`src/rtl/mix_columns_seq_if.sv`:
```
// mix_columns_seq_if: valid/ready in/out bundle for the MixColumns engine.
// MIX_INV_EN adds the per-block inverse-select inv_i.
interface mix_columns_seq_if;
  logic           in_valid;
  logic           in_ready;
  logic [0:127]   state_i;
  logic           out_valid;
  logic           out_ready;
  logic [0:127]   state_o;
`ifdef MIX_INV_EN
  logic           inv_i;
`endif
  modport master (
`ifdef MIX_INV_EN
    output inv_i,
`endif
    output in_valid, state_i, out_ready,
    input  in_ready, out_valid, state_o
  );
  modport slave (
`ifdef MIX_INV_EN
    input  inv_i,
`endif
    input  in_valid, state_i, out_ready,
    output in_ready, out_valid, state_o
  );
endinterface

```
`src/rtl/mix_columns_seq.sv`:
```
// mix_columns_seq: column-serial AES MixColumns, one column per clock over 4 cycles.
// MIX_INV_EN adds inv_i selecting InvMixColumns, latched at accept.
module mix_columns_seq (
  input logic                 clk,
  input logic                 rst_n,
  mix_columns_seq_if.slave    io
);
  typedef enum logic [1:0] {IDLE, BUSY, DONE} state_t;
  state_t       st, st_nx;
  logic [1:0]   cnt;
  logic [0:127] work;
  logic [31:0]  col, col_nx;
`ifdef MIX_INV_EN
  logic         inv;
`endif
  function automatic logic [7:0] xt(input logic [7:0] b);
    return {b[6:0], 1'b0} ^ (b[7] ? 8'h1b : 8'h00);
  endfunction
  function automatic logic [31:0] fmix(input logic [31:0] c);
    logic [7:0] a0, a1, a2, a3;
    {a0, a1, a2, a3} = c;
    return {xt(a0) ^ xt(a1) ^ a1 ^ a2 ^ a3,
            a0 ^ xt(a1) ^ xt(a2) ^ a2 ^ a3,
            a0 ^ a1 ^ xt(a2) ^ xt(a3) ^ a3,
            xt(a0) ^ a0 ^ a1 ^ a2 ^ xt(a3)};
  endfunction
`ifdef MIX_INV_EN
  function automatic logic [31:0] imix(input logic [31:0] c);
    logic [7:0] a, x2, x4, x8;
    logic [7:0] m9 [4];
    logic [7:0] mb [4];
    logic [7:0] md [4];
    logic [7:0] me [4];
    for (int i = 0; i < 4; i++) begin
      a = c[31-8*i -: 8];
      x2 = xt(a);
      x4 = xt(x2);
      x8 = xt(x4);
      m9[i] = x8 ^ a;
      mb[i] = x8 ^ x2 ^ a;
      md[i] = x8 ^ x4 ^ a;
      me[i] = x8 ^ x4 ^ x2;
    end
    return {me[0] ^ mb[1] ^ md[2] ^ m9[3],
            m9[0] ^ me[1] ^ mb[2] ^ md[3],
            md[0] ^ m9[1] ^ me[2] ^ mb[3],
            mb[0] ^ md[1] ^ m9[2] ^ me[3]};
  endfunction
`endif
  always_comb begin
    col = work[{cnt, 5'b0} +: 32];
`ifdef MIX_INV_EN
    col_nx = inv ? imix(col) : fmix(col);
`else
    col_nx = fmix(col);
`endif
    st_nx = st == IDLE ? (io.in_valid ? BUSY : IDLE) :
            st == BUSY ? (cnt == 2'd3 ? DONE : BUSY) :
                         (io.out_ready ? IDLE : DONE);
  end
  always_ff @(posedge clk or negedge rst_n) begin
    if (!rst_n) begin
      st   <= IDLE;
      cnt  <= '0;
      work <= '0;
`ifdef MIX_INV_EN
      inv  <= 1'b0;
`endif
    end else begin
      st <= st_nx;
      if (st == IDLE && io.in_valid) begin
        work <= io.state_i;
        cnt  <= '0;
`ifdef MIX_INV_EN
        inv  <= io.inv_i;
`endif
      end else if (st == BUSY) begin
        work[{cnt, 5'b0} +: 32] <= col_nx;
        cnt <= cnt + 2'd1;
      end
    end
  end
  assign io.in_ready  = st == IDLE;
  assign io.out_valid = st == DONE;
  assign io.state_o   = work;
endmodule
```
`src/flat_wrapper.sv`:
```
// flat-port wrapper written by rule: the top's interface ports become plain ports
module mix_columns_seq_flat 
  (clk, rst_n, io_in_valid, io_state_i, io_out_ready, io_in_ready, io_out_valid, io_state_o);
  mix_columns_seq_if io_i ();
  input logic clk;
  input logic rst_n;
  input wire logic [$bits(io_i.in_valid)-1:0] io_in_valid;
  input wire logic [$bits(io_i.state_i)-1:0] io_state_i;
  input wire logic [$bits(io_i.out_ready)-1:0] io_out_ready;
  output wire logic [$bits(io_i.in_ready)-1:0] io_in_ready;
  output wire logic [$bits(io_i.out_valid)-1:0] io_out_valid;
  output wire logic [$bits(io_i.state_o)-1:0] io_state_o;
  assign io_i.in_valid = io_in_valid;
  assign io_i.state_i = io_state_i;
  assign io_i.out_ready = io_out_ready;
  assign io_in_ready = io_i.in_ready;
  assign io_out_valid = io_i.out_valid;
  assign io_state_o = io_i.state_o;
  mix_columns_seq u_core (.clk(clk), .rst_n(rst_n), .io(io_i));
endmodule
```
`config.mk`:
```
export PLATFORM = sky130hd
export DESIGN_NAME = mix_columns_seq_flat
export DESIGN_NICKNAME = d
export VERILOG_FILES = /design/src/rtl/mix_columns_seq_if.sv /design/src/rtl/mix_columns_seq.sv /design/src/flat_wrapper.sv
export SDC_FILE = /design/constraint.sdc
export NUM_CORES = 1
export LEC_CHECK = 0
export BUFFER_PORTS_ARGS = -buffer_cell sky130_fd_sc_hd__buf_2
export CAP_MARGIN = 20
export CELL_PAD_IN_SITES_DETAIL_PLACEMENT = 1
export CELL_PAD_IN_SITES_GLOBAL_PLACEMENT = 1
export CORE_ASPECT_RATIO = 2
export CORE_MARGIN = 2
export CORE_UTILIZATION = 43
export CTS_BUF_LIST = sky130_fd_sc_hd__clkbuf_8 sky130_fd_sc_hd__clkbuf_16
export DETAILED_ROUTE_END_ITERATION = 7
export GPL_TIMING_DRIVEN = 0
export PLACE_DENSITY_LB_ADDON = 0.1
export SYNTH_ARGS = -nofsm -noshare
export SYNTH_HDL_FRONTEND = slang
export SYNTH_SLANG_ARGS = --single-unit
```
`constraint.sdc`:
```
create_clock -name clk -period 5.05 [get_ports clk]
set_input_delay 0.505 -clock clk [delete_from_list [all_inputs] [get_ports clk]]
set_output_delay 0.505 -clock clk [all_outputs]
set_load 0.01 [all_outputs]
```
==> qor.csv <==
stage,metric,value,unit
run_status,status,"complete, no violations",
logic_synthesis,synthMuxAreaShare,9.825,%
timing,fmax,0.3321,GHz
floorplan,coreArea,0.01710,mm2
floorplan,die_h,190.0,um
clock_tree,cts_buffers,17,
logic_synthesis,synthFlopType,dfrtp_1,
clock_tree,clk_latency,0.43,ns
floorplan,die_area,0.01843,mm2
logic_synthesis,synth_area_leader_cell,dfrtp_1,
route,dr.first_iter.drc_count,405,
logic_synthesis,synth_area,0.007437,mm2
clock_tree,cts_tree,built,
clock_tree,root_buffer,clkbuf_16,
route,post_drt_wl_per_cell,27.65,um
timing,worstMarginPinSlew,0.8420,ns
clock_tree,clk_pin_slew,0.06,ns
logic_synthesis,synth_area_per_cell,12.96,um2
layout,layout_commonest_cell,buf_2,
layout,nNetsFinal,991,
logic_synthesis,async_flop_share,100.0,%
logic_synthesis,synth_edf_count,0,
critical_path,path_class,flop to flop,
layout,area_growth_syn_to_layout,29.81,%
timing,fin_skew,0.009966,ns
route,vias,6645,
clock_tree,cts_buffer_depth,2,
layout,n_antenna_cell,0,
run,drv_cap,0,
timing,finalCritPeriodShare,59.63,%
timing,fin_crit,3.011,ns
critical_path,required,5.32,ns
timing,setup_viol,0,
floorplan,ios,262,
global_route,grt_pass1_wl,44.04,mm
global_route,grt_overflow,0,
logic_synthesis,synthCells,574,
logic_synthesis,synth_fp_nets,710,
critical_path,worstSetupStartpointType,flop,
timing,tns,0,ns
timing,finalHoldViolations,0,
route,wl,29.81,mm
route,post-route-drc-count,0,
route,antenna_left,0,
floorplan,die_x,97.00,um
global_route,antenna_found_initial,0,
clock_tree,cts_resized,0,
layout,layout-drive-gt1-share,39.40,%
timing,rsz0062_at_grt,false,
floorplan,start_util,43.49,%
logic_synthesis,seq_area_frac_synth,44.41,%
global_route,first_global_vias,7108,
timing,relSlewSlack,43.87,%
timing,slew_viol_final,0,
critical_path,cp-end-kind,flop,
clock_tree,post_cts_buffers,0,
critical_path,arrival,3.29,ns
floorplan,placementRows,68,
logic_synthesis,synth_seq_cells,132,
logic_synthesis,synth-xor-area-share,18.51,%
place,io_buffers,261,
logic_synthesis,synthTopCellsByArea,"dfrtp_1 44%, a22oi_1 13%, xnor3_1 13%",
hold_path,hold_class,input port to asynchronous set/reset pin,
clock_tree,cts_hold_buf,0,
critical_path,cp_max_fo,10,
layout,final_cell_mix,"266 x buf_2, 132 x dfrtp_1, 128 x a22oi_1",
logic_synthesis,synthAdderAreaFrac,0.6729,%
global_route,track_usage,32.48,%
place,place.gp.congestion,0.8723,
logic_synthesis,ys_warn_count,0,
clock_tree,clock_sinks,132,
logic_synthesis,yosysUniqueCellTypes,32,
route,firstDrtPassIters,6,
logic_synthesis,synth_top_area_share,44.41,%
route,viasPerCell,6.164,
place,dp_hpwl,22.00,mm
logic_synthesis,synthSimpleGateAreaFrac,1.060,%
logic_synthesis,synth_compound_area_share,22.33,%
global_route,grt_start_max_net_pins,85,
logic_synthesis,synth_top_family_by_area,compound AO/OA/AOI/OAI gates,
clock_tree,ctsHtreeMaxLevel,4,
-- flip-flops by register name, indices dropped and copies added (netlist names) --
| name | flops |
|---|---|
| u_core.cnt | 2 |
| u_core.io.state_o | 128 |
| u_core.st | 2 |
-- metal layers --
| layer | vias up | GRT usage [%] | part of all wire (%) |
|---|---|---|---|
| met4 | 0 | 17.71 | 5.0 |
| li1 | 2814 | - | - |
| met1 | 3371 | 37.91 | 36 |
| met3 | 82 | 5.694 | 6.6 |
| met2 | 378 | 56.49 | 53 |
| met5 | - | 0 | 0 |
-- through the flow --
| step | area, um2 | setup WS [ns] | cells | util, % | hold WS (ns) |
|---|---|---|---|---|---|
| after detailed placement | 9040 | 2.103 | 1046 | 52.86 | 0.4743 |
| after global placement | 9006 | 1.623 | 1045 | 52.66 | 0.5074 |
| after global routing | 9654 | 1.956 | 1078 | 56.45 | 0.04130 |
| after floorplan | 7437 | 2.835 | 574 | - | 0.2094 |
| after CTS | 9654 | 2.071 | 1078 | 56.45 | 0.02300 |
| final | 9654 | 2.039 | 1078 | 56.45 | 0.007907 |
-- cell usage after synthesis, types with 2 or more instances --
library cell	number
nor2b_1	2
inv_1	2
xor2_4	2
buf_6	2
nand2b_1	2
xnor2_2	2
nand2_1	4
xnor3_1	42
xnor2_4	4
buf_2	6
nand4_1	2
o21ai_0	68
dfrtp_1	132
xor2_1	14
xnor2_1	8
a22oi_1	128
o21ai_1	60
and2_1	2
a21o_1	5
ha_1	4
clkbuf_1	40
nand3_1	2
mux4_2	32
-- final timing paths --
check,start,to,slack [ns],cells past startpoint
hold reg to reg,u_core.io.state_o[17],u_core.io.state_o[17],0.53,2
max in group asynchronous,rst_n,u_core.io.state_o[13],4.24,2
hold / removal,rst_n,u_core.io.state_o[56],0.008,1
setup reg to reg,u_core.cnt[1],u_core.io.state_o[90],2.04,6
setup / recovery,u_core.cnt[1],u_core.io.state_o[90],2.04,6
min in group clk,io_out_ready,u_core.st[1],0.26,2
-- layout make-up --
| type | count | area (um2) |
|---|---|---|
| Fill cell | 1916 | 7447 |
| Multi-Input combinational cell | 390 | 3896 |
| Inverter | 2 | 7.507 |
| Clock buffer | 21 | 480.5 |
| Clock inverter | 11 | 133.9 |
| Tap cell | 210 | 262.8 |
| Buffer | 50 | 230.2 |
| Timing Repair Buffer | 262 | 1340 |
| Sequential cell | 132 | 3303 |
-- cells by family (layout without fill, tap and decap cells) --
logic type / Yosys count / after routing
DFF: 132 / 132
AOI/OAI and AO/OA: 264 / 264
adders and majority gates: 4 / 4
and+or+nand+nor: 15 / 15
muxes: 33 / 33
xor gates and xnor gates: 74 / 74
buffers and inverters: 52 / 346
-- critical path: stages (launching register included) --
cell,delay [ns]
dfrtp_1,0.37
buf_2,0.32
buf_2,0.43
mux4_2,0.49
xnor3_1,0.43
xor2_1,0.61
o21ai_0,0.20
Power is left out: the tool's default activity adds up to more than one toggle a clock period on the data nets, which glitch-free logic cannot reach.
